===== src/rtl/game_sequencer_pkg.sv =====
// frogger_pkg: shared state encoding and field widths for the frogger game blocks
package frogger_pkg;
  localparam int LEVEL_W = 4;
  localparam int LIVES_W = 2;
  typedef enum logic [2:0] {
    IDLE      = 3'd0,
    PLAY      = 3'd1,
    DYING     = 3'd2,
    LEVEL_UP  = 3'd3,
    GAME_OVER = 3'd4,
    VICTORY   = 3'd5
  } state_t;
endpackage


===== src/rtl/game_sequencer_if.sv =====
// game_sequencer_if: tick/start/collision inputs and level/lives/round-control outputs of the game sequencer
interface game_sequencer_if;
  import frogger_pkg::*;
  logic tick;
  logic start;
  logic death_collision;
  logic win_collision;
  logic [LEVEL_W-1:0] current_level;
  logic [LIVES_W-1:0] lives;
  logic round_reset;
  logic freeze;
  logic flash;
  logic game_over;
  logic victory;
  logic [2:0] state_dbg;
  modport master (
    input  tick, start, death_collision, win_collision,
    output current_level, lives, round_reset, freeze, flash, game_over, victory, state_dbg
  );
  modport slave (
    output tick, start, death_collision, win_collision,
    input  current_level, lives, round_reset, freeze, flash, game_over, victory, state_dbg
  );
endinterface


===== src/rtl/game_sequencer_tick_timer.sv =====
// tick_timer: loadable down-counter stepped by tick; done fires on the tick seen at zero
module tick_timer #(
  parameter int W = 7
) (
  input  logic         clk,
  input  logic         reset,
  input  logic         tick,
  input  logic         load,
  input  logic [W-1:0] value,
  output logic [W-1:0] count,
  output logic         done
);
  assign done = (count == '0) & tick;
  always_ff @(posedge clk) begin
    if (reset) count <= '0;
    else if (load) count <= value;
    else if (tick && count != '0) count <= count - 1'b1;
  end
endmodule


===== src/rtl/game_sequencer.sv =====
// game_sequencer: frogger round sequencer owning level/lives, pause timing, freeze/flash and round reset
module game_sequencer
  import frogger_pkg::*;
#(
  parameter int START_LIVES = 3,
  parameter int MAX_LEVEL   = 8,
  parameter int DEATH_TICKS = 100,
  parameter int WIN_TICKS   = 50,
  parameter int FLASH_TICKS = 10
) (
  input  logic              clk,
  input  logic              reset,
  game_sequencer_if.master  bus
);
  localparam int TMAX = DEATH_TICKS > WIN_TICKS ? DEATH_TICKS : WIN_TICKS;
  localparam int TW   = TMAX > 0 ? $clog2(TMAX + 1) : 1;
  localparam int FT   = FLASH_TICKS > 0 ? FLASH_TICKS : 1;
  localparam int FW   = $clog2(FT + 1);
  state_t state;
  logic start_q;
  logic start_rise;
  logic armed;
  logic t_load;
  logic t_done;
  logic [TW-1:0] t_value;
  logic [TW-1:0] t_count;
  logic [FW-1:0] f_cnt;
  assign start_rise    = bus.start & ~start_q;
  assign armed         = (state == PLAY) & ~bus.round_reset;
  assign t_load        = armed & (bus.death_collision | bus.win_collision);
  assign t_value       = bus.death_collision ? TW'(DEATH_TICKS) : TW'(WIN_TICKS);
  assign bus.state_dbg = state;
  tick_timer #(.W(TW)) u_timer (
    .clk   (clk),
    .reset (reset),
    .tick  (bus.tick),
    .load  (t_load),
    .value (t_value),
    .count (t_count),
    .done  (t_done)
  );
  always_ff @(posedge clk) begin
    if (reset) begin
      state             <= IDLE;
      bus.current_level <= LEVEL_W'(1);
      bus.lives         <= LIVES_W'(START_LIVES);
      bus.round_reset   <= 1'b0;
      bus.freeze        <= 1'b1;
      bus.flash         <= 1'b0;
      bus.game_over     <= 1'b0;
      bus.victory       <= 1'b0;
      start_q           <= 1'b0;
      f_cnt             <= '0;
    end else begin
      start_q         <= bus.start;
      bus.round_reset <= 1'b0;
      case (state)
        IDLE, GAME_OVER, VICTORY: begin
          if (start_rise) begin
            state             <= PLAY;
            bus.current_level <= LEVEL_W'(1);
            bus.lives         <= LIVES_W'(START_LIVES);
            bus.round_reset   <= 1'b1;
            bus.freeze        <= 1'b0;
            bus.game_over     <= 1'b0;
            bus.victory       <= 1'b0;
          end
        end
        PLAY: begin
          if (armed && bus.death_collision) begin
            state      <= DYING;
            bus.lives  <= bus.lives - 1'b1;
            bus.freeze <= 1'b1;
            bus.flash  <= 1'b1;
            f_cnt      <= '0;
          end else if (armed && bus.win_collision) begin
            state      <= LEVEL_UP;
            bus.freeze <= 1'b1;
          end
        end
        DYING: begin
          if (t_done) begin
            bus.flash <= 1'b0;
            if (bus.lives == '0) begin
              state         <= GAME_OVER;
              bus.game_over <= 1'b1;
            end else begin
              state           <= PLAY;
              bus.round_reset <= 1'b1;
              bus.freeze      <= 1'b0;
            end
          end else if (bus.tick) begin
            if (f_cnt == FW'(FT - 1)) begin
              f_cnt <= '0;
              if (t_count != TW'(1)) bus.flash <= ~bus.flash;
            end else begin
              f_cnt <= f_cnt + 1'b1;
            end
          end
        end
        LEVEL_UP: begin
          if (t_done) begin
            if (bus.current_level == LEVEL_W'(MAX_LEVEL)) begin
              state       <= VICTORY;
              bus.victory <= 1'b1;
            end else begin
              state             <= PLAY;
              bus.current_level <= bus.current_level + 1'b1;
              bus.round_reset   <= 1'b1;
              bus.freeze        <= 1'b0;
            end
          end
        end
        default: state <= IDLE;
      endcase
    end
  end
endmodule


===== src/flat_wrapper.sv =====
// flat-port wrapper written by rule: the top's interface ports become plain ports
module game_sequencer_flat import frogger_pkg::*;
#(
  parameter int START_LIVES = 3,
  parameter int MAX_LEVEL   = 8,
  parameter int DEATH_TICKS = 100,
  parameter int WIN_TICKS   = 50,
  parameter int FLASH_TICKS = 10
)
  (clk, reset, bus_tick, bus_start, bus_death_collision, bus_win_collision, bus_current_level, bus_lives, bus_round_reset, bus_freeze, bus_flash, bus_game_over, bus_victory, bus_state_dbg);
  game_sequencer_if bus_i ();
  input  logic clk;
  input  logic reset;
  input wire logic [$bits(bus_i.tick)-1:0] bus_tick;
  input wire logic [$bits(bus_i.start)-1:0] bus_start;
  input wire logic [$bits(bus_i.death_collision)-1:0] bus_death_collision;
  input wire logic [$bits(bus_i.win_collision)-1:0] bus_win_collision;
  output wire logic [$bits(bus_i.current_level)-1:0] bus_current_level;
  output wire logic [$bits(bus_i.lives)-1:0] bus_lives;
  output wire logic [$bits(bus_i.round_reset)-1:0] bus_round_reset;
  output wire logic [$bits(bus_i.freeze)-1:0] bus_freeze;
  output wire logic [$bits(bus_i.flash)-1:0] bus_flash;
  output wire logic [$bits(bus_i.game_over)-1:0] bus_game_over;
  output wire logic [$bits(bus_i.victory)-1:0] bus_victory;
  output wire logic [$bits(bus_i.state_dbg)-1:0] bus_state_dbg;
  assign bus_i.tick = bus_tick;
  assign bus_i.start = bus_start;
  assign bus_i.death_collision = bus_death_collision;
  assign bus_i.win_collision = bus_win_collision;
  assign bus_current_level = bus_i.current_level;
  assign bus_lives = bus_i.lives;
  assign bus_round_reset = bus_i.round_reset;
  assign bus_freeze = bus_i.freeze;
  assign bus_flash = bus_i.flash;
  assign bus_game_over = bus_i.game_over;
  assign bus_victory = bus_i.victory;
  assign bus_state_dbg = bus_i.state_dbg;
  game_sequencer #(.START_LIVES(START_LIVES), .MAX_LEVEL(MAX_LEVEL), .DEATH_TICKS(DEATH_TICKS), .WIN_TICKS(WIN_TICKS), .FLASH_TICKS(FLASH_TICKS)) u_core (.clk(clk), .reset(reset), .bus(bus_i));
endmodule

===== config.mk =====
export PLATFORM = sky130hd
export DESIGN_NAME = game_sequencer_flat
export DESIGN_NICKNAME = d
export VERILOG_FILES = /design/src/rtl/game_sequencer_pkg.sv /design/src/rtl/game_sequencer_if.sv /design/src/rtl/game_sequencer_tick_timer.sv /design/src/rtl/game_sequencer.sv /design/src/flat_wrapper.sv
export SDC_FILE = /design/constraint.sdc
export NUM_CORES = 1
export LEC_CHECK = 0
export BUFFER_PORTS_ARGS = -buffer_cell sky130_fd_sc_hd__clkbuf_2
export CAP_MARGIN = 20
export CORE_UTILIZATION = 51
export DETAILED_ROUTE_END_ITERATION = 7
export GPL_ROUTABILITY_DRIVEN = 0
export PLACE_DENSITY = 0.84
export REMOVE_ABC_BUFFERS = 1
export SYNTH_ARGS = -nofsm -noshare
export SYNTH_HDL_FRONTEND = slang
export SYNTH_SLANG_ARGS = --single-unit

===== constraint.sdc =====
create_clock -name clk -period 1.8 [get_ports clk]
set_input_delay 0.36 -clock clk [delete_from_list [all_inputs] [get_ports clk]]
set_output_delay 0.36 -clock clk [all_outputs]
set_load 0.03 [all_outputs]

Yosys cells after proc, flatten, opt, wreduce, memory -nomap -nowiden
Cells that the tools add are included.

Logic and storage cells: 116. Output and inout port bits: 14. Input bits: 6. Register bits: 26.

$add $sub $neg: 4. Bitwise logic cells: 8. Eq/ne operators: 22. Reductions and logical operators: 22. Muxes and demuxes: 49.

Operators with widths (count): 2-to-1 mux 4 bit (7); 2-to-1 mux 1 bit (21); 2-to-1 mux 3 bit (7); 2-to-1 mux 7 bit (3); AND reduction 4 bit (5); case mux 4 bit (2 select lines) (2); case mux 3 bit (4 select lines) (1); != test 2 x 1 -> 1 bit, second input constant (5); != test 2 bit, second input constant (5); nonzero test 2 bit (5); adder 4 x 1 -> 4 bit, second input constant (2); == test 4 bit, second input constant (2); zero test 7 bit (1); != test 7 x 1 -> 1 bit, second input constant (1); AND reduction 7 bit (1); nonzero test 7 bit (1); subtractor 7 x 1 -> 7 bit, second input constant (1); == test 3 x 2 -> 1 bit, second input constant (2); == test 3 bit, second input constant (2); != test 3 x 1 -> 1 bit, second input constant (2); case mux 1 bit (2 select lines) (3); AND reduction 5 bit (1); bitwise AND 1 bit (4); 2-to-1 mux 2 bit (2); 15 further kinds (19).

Logic depth before layout (Yosys ltp)
Gate-level depths: netlist (run 1).

Depth in word-level cells: 6. Gate-level depth with buffers: 6. Depth with buffers taken out: 6.

Modules after synthesis
From an unflattened synthesis (run 1), not the netlist that was laid out.

Cells, all modules: 181. Area total of the unflattened synthesis: 1511.4 µm².

By module, submodules not included: game_sequencer (times used 1, sequential area each 380.4 µm², cells an instance 125, area an instance 1039.7 µm²); tick_timer (times used 1, sequential area each 140.1 µm², cells an instance 56, area an instance 471.7 µm²).

Least setup slack after synthesis (run 1)
OpenSTA, ideal clock, no wires.

Kind: register to register. Start: register u_core.u_timer.count[2]. End: register u_core.bus.flash. Data required time: 1.714 ns. Arrival time: 1.758 ns. Path slack: -0.043 ns. Library setup time: 0.086 ns. Period minus slack after synthesis: 1.843 ns. Stages on the path, launching flop included: 6. Path buffers: 1. Path through: dfxtp_1 > or4_1 > buf_6 > o311ai_2 > mux2_1 > a211oi_1.

Longest elaborated chain between the ends: 4. Elaborated cells on any way between the ends: 9. Classes of those cells: 4 x eq/ne; 2 x mux; 1 x bitwise; 2 x reduce/logical.

RTL lines: start, declared (RTL line game_sequencer_tick_timer.sv:10) `output logic [W-1:0] count,`; start signal, assigned (RTL line game_sequencer_tick_timer.sv:16) `else if (load) count <= value;`; start signal, assigned (RTL line game_sequencer_tick_timer.sv:17) `else if (tick && count != '0) count <= count - 1'b1;`; zero test 7 bit (RTL line game_sequencer_tick_timer.sv:13) `assign done = (count == '0) & tick;`; bitwise AND 1 bit (RTL line game_sequencer_tick_timer.sv:13); != test 3 x 1 -> 1 bit (no line), or another cell as far along; AND reduction 5 bit (no line) or case mux 1 bit (2 select lines) (tied branches); end signal, assigned (RTL line game_sequencer.sv:95) `if (t_count != TW'(1)) bus.flash <= ~bus.flash;`; end, declared (RTL line game_sequencer_if.sv:18) `output current_level, lives, round_reset, freeze, flash, game_over, victory, state_dbg`.

Parallel ways exist; a longest one is shown, timed or not. A chain may end at the register's enable or synchronous reset.

Final worst setup path (run 1)
Start: register u_core.u_timer.count[3]. End: register u_core.bus.current_level[2].

Longest elaborated chain between the ends: 4.

RTL lines: zero test 7 bit (RTL line game_sequencer_tick_timer.sv:13); bitwise AND 1 bit (RTL line game_sequencer_tick_timer.sv:13); != test 2 x 1 -> 1 bit (no line); AND reduction 4 bit (no line); end signal, assigned (RTL line game_sequencer.sv:108) `bus.current_level <= bus.current_level + 1'b1;`; end, declared (RTL line game_sequencer_if.sv:18).

No other way between the ends.

==> flow_metrics.tcl, run 1 <==
set metrics [dict create \
    outcome "complete, no violations" \
    synthArstFlopShare_pct 0 \
    rrSetupSlack_ns 0.03 \
    coreArea_um2 2730 \
    setup_viol 0 \
    cts_tree "yes" \
    drt_iter0_drc 56 \
    viasPerCell 5.86 \
    max_freq_mhz 565 \
    root_buffer "clkbuf_4" \
    synth-compound-area-share_pct 21.1 \
    crit_fanout 9 \
    wire_per_inst_um 15.2 \
    synth-edff-count 0 \
    pin_count 20 \
    drc 0 \
    p_switching_mw 1.05 \
    h-tree-depth 1 \
    irDropWorstVdd_mv 0.924 \
    synth_top_family_by_area "simple AND/OR/NAND/NOR gates" \
    worstReg2RegStart "u_core.u_timer.count[3]$_SDFFE_PP0P_" \
    initial_core_util_pct 53.6 \
    area_delta_synth_final_pct 16.0 \
    tightest_slew_ns 0.627 \
    synth_adder_area_share_pct 5.97 \
    yosysSeqAreaShare_pct 35.5 \
    synthSimpleGateAreaFrac_pct 26.8 \
    hold_path.class "in2reg" \
    place.detailed.hpwl_um 2540 \
    num_rows 19 \
    muxShareOfSynthArea_pct 3.50 \
    synth-seq-cells 26 \
    grt_max_degree 14 \
    dieArea_um2 3090 \
    pwr-share-clk_pct 10.2 \
    ys_types 52 \
    p_comb_share_pct 55.3 \
    crit_arrival_ns 2.01 \
    fin_crit_ns 1.77 \
    yosysWarnings 0 \
    first_pass_iters 5 \
    totalWireLength_um 3450 \
    clk_pin_slew_ns 0.13 \
    hold_start "bus_start" \
    clk_path_buf_depth 2 \
    leakage_nw 0.748 \
    start_kind "register" \
    overflow 0 \
    n_antenna_cell 0 \
    nFillCells 237 \
    drive_gt1_share_pct 24.5 \
    antenna_found_initial 0 \
    drtAntennaViolNets 0 \
    fin_nets 211 \
    drv_slew 0 \
    p_seq_share_pct 34.4 \
    synth-main-ff-cell "dfxtp_1" \
    die_width_um 55.6 \
    switching_share_pct 44.7 \
    slew_headroom_pct 57.9 \
    grt_pass1_wl_um 5660 \
    insertion_delay_ns 0.31 \
    worst_slack_ns 0.0302 \
    required_ns 2.04 \
    numCtsBuffers 3 \
    hold_violations 0 \
    num_vias 1331 \
    cts_hold_buf 0 \
    die_h_um 55.6 \
    pwr_density_cell_nw_per_um2 1380 \
    p_int_mw 1.30 \
    synth_xor_area_share_pct 1.79 \
    timing.final.crit_share_pct 98.3 \
    clock-sinks 26 \
    place_ws_ns 0.0339 \
    track_usage_pct 22.3 \
    finClkSkew_ns 0.00356 \
    io_buffers 19 \
    grt_pass1_vias 1295 \
    cp-startpoint "u_core.u_timer.count[3]$_SDFFE_PP0P_" \
    maxCapViolations 0 \
    crit_path_end_kind "register" \
    synth.cell_area_um2 1470 \
    power.total_mw 2.36 \
    avgSynthCellArea_um2 8.78 \
    postSynthCellCount 167 \
    worstSetupPathType "reg2reg" \
]
## Yosys cell counts, types with 2 or more instances
| master | number | area (um^2) |
|---|---|---|
| dfxtp_1 | 26 | 521 |
| nor2_1 | 14 | 52.6 |
| a21oi_1 | 13 | 65.1 |
| inv_1 | 11 | 41.3 |
| nor2b_1 | 10 | 62.6 |
| nand2_1 | 8 | 30.0 |
| nor3_1 | 8 | 40.0 |
| ha_1 | 7 | 87.6 |
| o21ai_0 | 6 | 30.0 |
| nand3_1 | 5 | 25.0 |
| mux2i_1 | 4 | 40.0 |
| a31oi_1 | 3 | 18.8 |
| nand2b_1 | 3 | 18.8 |
| o211ai_1 | 3 | 22.5 |
| o21bai_1 | 3 | 22.5 |
| buf_6 | 2 | 22.5 |
| clkbuf_1 | 2 | 7.51 |
| nand3b_1 | 2 | 15.0 |
| nand4_1 | 2 | 12.5 |
| or4_1 | 2 | 15.0 |
| xnor2_1 | 2 | 17.5 |
## final timing paths
path | endpoint | cells past startpoint
hold reg to reg | u_core.bus.victory$_SDFFE_PP0P_ | 2
hold / removal | u_core.start_q$_SDFF_PP0_ | 2
setup / recovery | u_core.bus.current_level[2]$_SDFFE_PP0P_ | 5
setup reg to reg | u_core.bus.current_level[2]$_SDFFE_PP0P_ | 5
## logic make-up (layout without fill, tap and decap cells)
family	Yosys count	in the layout
flip-flops	26	26
XOR/XNOR	3	3
adder cells (fa/ha/maj)	7	7
AND/OR/NAND/NOR	67	67
buffers and inverters	16	45
AO/OA/AOI/OAI	43	43
multiplexers	5	5
## layer usage
metal	routed length, um	track usage (%)
met3	144	2.56
met2	1780	38.6
met1	1480	28.7
met4	50	7.86
met5	0	0
## layout by cell type, fill, tap and decap left out, types with 2 or more instances in the layout
cell type / instances
dfxtp_1: 25
clkbuf_2: 19
nor2_1: 14
a21oi_1: 13
buf_4: 12
inv_1: 11
nor2b_1: 10
nand2_1: 8
nor3_1: 8
ha_1: 7
o21ai_0: 6
nand3_1: 5
mux2i_1: 4
o21bai_1: 3
nand2b_1: 3
a31oi_1: 3
o211ai_1: 3
clkbuf_4: 3
nand3b_1: 2
o21ai_4: 2
nand4_1: 2
xnor2_1: 2
## power by group through the flow
stage | logic [mW] | clock network (mW) | registers (mW)
floorplan | 0.733 | 0 | 0.888
global placement | 1.15 | 0 | 0.805
detailed placement | 1.19 | 0 | 0.812
CTS | 1.20 | 0.251 | 0.800
global route | 1.42 | 0.269 | 0.828
finish | 1.30 | 0.241 | 0.811
## cell type report
| cell class | count | area (um^2) | area share, % |
|---|---|---|---|
| repair buffers | 31 | 185 | 10.9 |
| inverters | 11 | 41.3 | 2.43 |
| well taps | 31 | 38.8 | 2.28 |
| flip-flops and latches | 26 | 522 | 30.7 |
| clock buffers | 3 | 22.5 | 1.32 |
| multi-input cells | 125 | 892 | 52.4 |
## sequential cells by signal, indices dropped and copies added (netlist names)
| signal | count |
|---|---|
| u_core.u_timer.count | 7 |
| u_core.bus.freeze | 1 |
| u_core.bus.round_reset | 1 |
| u_core.bus.state_dbg | 3 |
| u_core.bus.flash | 1 |
| u_core.bus.victory | 1 |
| u_core.bus.current_level | 4 |
| u_core.bus.game_over | 1 |
| u_core.start_q | 1 |
| u_core.f_cnt | 4 |
| u_core.bus.lives | 2 |
## through the flow
stage               instances  setup TNS, ns  cell area (um^2)  util [%]  hold slack, ns
floorplan                 162         -0.193              1430         -           0.429
global placement          220              0              1620      59.4           0.435
detailed placement        220              0              1620      59.4           0.445
CTS                       223              0              1650      60.2           0.285
global route              227        -0.0427              1700      62.2           0.277
finish                    227              0              1700      62.2           0.282
## critical path: stages, from the launching register on
cell,delay (ns)
dfxtp_2,0.36
or4_4,0.53
buf_4,0.21
nor3_4,0.23
nand4b_1,0.16
a21oi_1,0.20
## what timing repair did
action	in CTS	in global routing
buffers inserted	0	4
endpoints found under the hold margin	0	0
gates resized for setup	0	5
endpoints found under the setup margin	0	12
(Power assumes the default switching activity.)
==> run 2: changes to the inputs <==
CTS_CLUSTER_SIZE = 12   (was default)
GPL_TIMING_DRIVEN = 0   (was default)
==> run 2 against run 1 <==
Against the previous run: register-to-register slack about the same; die area unchanged; critical path depth decreased by 1; non-clock buffer count down 8; count of clock-buffer cells in the layout unchanged; first-iteration DRC count down 61%; hold slack lost 0.022 ns; sequential power grew 3.5%; final cell count fell by 3.1%; routed wire length fell by 8.0%; clock skew rose by 0.0026 ns.
==> flow_metrics.tcl, run 2 (synthesis gave the netlist of run 1 again) <==
set metrics [dict create \
    totalWireLength_um 3180 \
    slew_headroom_pct 59.7 \
    hold_violations 0 \
    drc 0 \
    grt_pass1_vias 1234 \
    fin_nets 203 \
    seq_area_um2 524 \
    hold_path.class "in2reg" \
    rsz0062_at_grt "yes" \
    overflow 0 \
    outcome "complete, no violations" \
    num_vias 1325 \
    tightest_slew_ns 0.600 \
    drive_gt1_share_pct 23.8 \
    clock-sinks 26 \
    num_rows 19 \
    dpl.cell_count 212 \
    stdcell_count 220 \
    power.total_mw 2.45 \
    cts_tree "yes" \
    start_kind "register" \
    p_int_mw 1.40 \
    track_usage_pct 21.1 \
    initial_core_util_pct 53.6 \
    crit_fanout 3 \
    pwr_density_cell_nw_per_um2 1460 \
    irDropWorstVdd_mv 0.964 \
    place.detailed.hpwl_um 2290 \
    max_freq_mhz 568 \
    p_comb_share_pct 49.0 \
    insertion_delay_ns 0.33 \
    grt_pass1_wl_um 5250 \
    area_delta_synth_final_pct 14.1 \
    multi_input_area_um2 891 \
    wire_per_inst_um 14.4 \
    crit_path_end_kind "register" \
    drtAntennaViolNets 0 \
    dieArea_um2 3090 \
    regMostFlops "u_core.u_timer.count" \
    clk_pin_slew_ns 0.15 \
    final_common_cell "dfxtp_1" \
    timing.final.crit_share_pct 97.8 \
    setup_tns_ns 0 \
    fin_crit_ns 1.76 \
    drt_iter0_drc 22 \
    top_regs "u_core.u_timer.count x7, u_core.bus.current_level x4, u_core.f_cnt x4" \
    crit_arrival_ns 2.02 \
    numCtsBuffers 3 \
    maxCapViolations 0 \
    die_width_um 55.6 \
    required_ns 2.06 \
    die_h_um 55.6 \
    p_switching_mw 1.05 \
    switching_share_pct 43.0 \
    pin_count 20 \
    nFillCells 237 \
    worst_slack_ns 0.0387 \
    drv_slew 0 \
    h-tree-depth 1 \
    grt_max_degree 16 \
    leakage_nw 0.715 \
    worstSetupPathType "reg2reg" \
    first_pass_iters 4 \
    n_antenna_cell 0 \
    layout_common_cells "dfxtp_1 (23), clkbuf_2 (19), nor2_1 (13), a21oi_1 (13), inv_1 (11)" \
    io_buffers 19 \
    viasPerCell 6.02 \
    root_buffer "clkbuf_4" \
    pwr-share-clk_pct 16.7 \
    antenna_found_initial 0 \
    clk_path_buf_depth 2 \
    finClkSkew_ns 0.00615 \
    coreArea_um2 2730 \
    largest_reg_flops 7 \
    setup_viol 0 \
    p_seq_share_pct 34.3 \
    place_ws_ns -0.355 \
]
run 2: cell types whose count changed in the layout (fill, tap and decap cells not counted), sizes merged:
cell,delta
bufinv,+1
buf,-8
run 2: per-stage QoR:
stage               hold WS (ns)  util [%]  instance area, um^2
CTS                        0.256      60.0                 1640
detailed placement         0.448      57.2                 1560
floorplan                  0.429         -                 1430
global route               0.251      61.2                 1670
global placement           0.436      57.2                 1560
finish                     0.260      61.2                 1670
run 2: path summary, 6_finish.rpt:
check	from	to	slack, ns	depth (start not counted)
setup / recovery	u_core.u_timer.count[4]$_SDFFE_PP0P_	u_core.bus.flash$_SDFFE_PP0P_	0.04	4
hold / removal	bus_start	u_core.start_q$_SDFF_PP0_	0.26	2
setup reg to reg	u_core.u_timer.count[4]$_SDFFE_PP0P_	u_core.bus.flash$_SDFFE_PP0P_	0.04	4
hold reg to reg	u_core.bus.victory$_SDFFE_PP0P_	u_core.bus.victory$_SDFFE_PP0P_	0.46	2
run 2: repair_timing:
action / CTS / global route
hold buffers: 0 / 0
endpoints found under the hold margin: 0 / 0
pin swaps: 2 / 2
setup buffers: 3 / 1
gates resized for setup: 1 / 7
setup endpoints to repair: 18 / 9
run 2: final cells by class:
cell class              count  area share, %
repair buffers             23           7.48
well taps                  31           2.32
clock buffers               3           1.35
multi-input cells         125           53.3
inverters                  11           2.47
clock inverters             1           1.80
flip-flops and latches     26           31.3
run 2: power groups by stage:
stage / Sequential, mW / Combinational, mW / Clock [mW]
after detailed placement: 0.840 / 1.01 / 0
after floorplan: 0.888 / 0.733 / 0
after global routing: 0.859 / 1.29 / 0.438
after global placement: 0.828 / 0.980 / 0
after CTS: 0.829 / 1.10 / 0.417
final: 0.839 / 1.20 / 0.409
run 2: metal layers:
metal | part of all wire [%] | GRT usage, %
met1 | 43 | 24.6
met2 | 51 | 36.3
met3 | 4.2 | 5.58
met4 | 1.8 | 8.93
met5 | 0 | 0
run 2: critical path, cell delays in order (launching register included):
cell and delay, ns:
dfxtp_2 0.36, or4_4 0.55, o311ai_2 0.24, mux2_1 0.35
a211oi_1 0.19
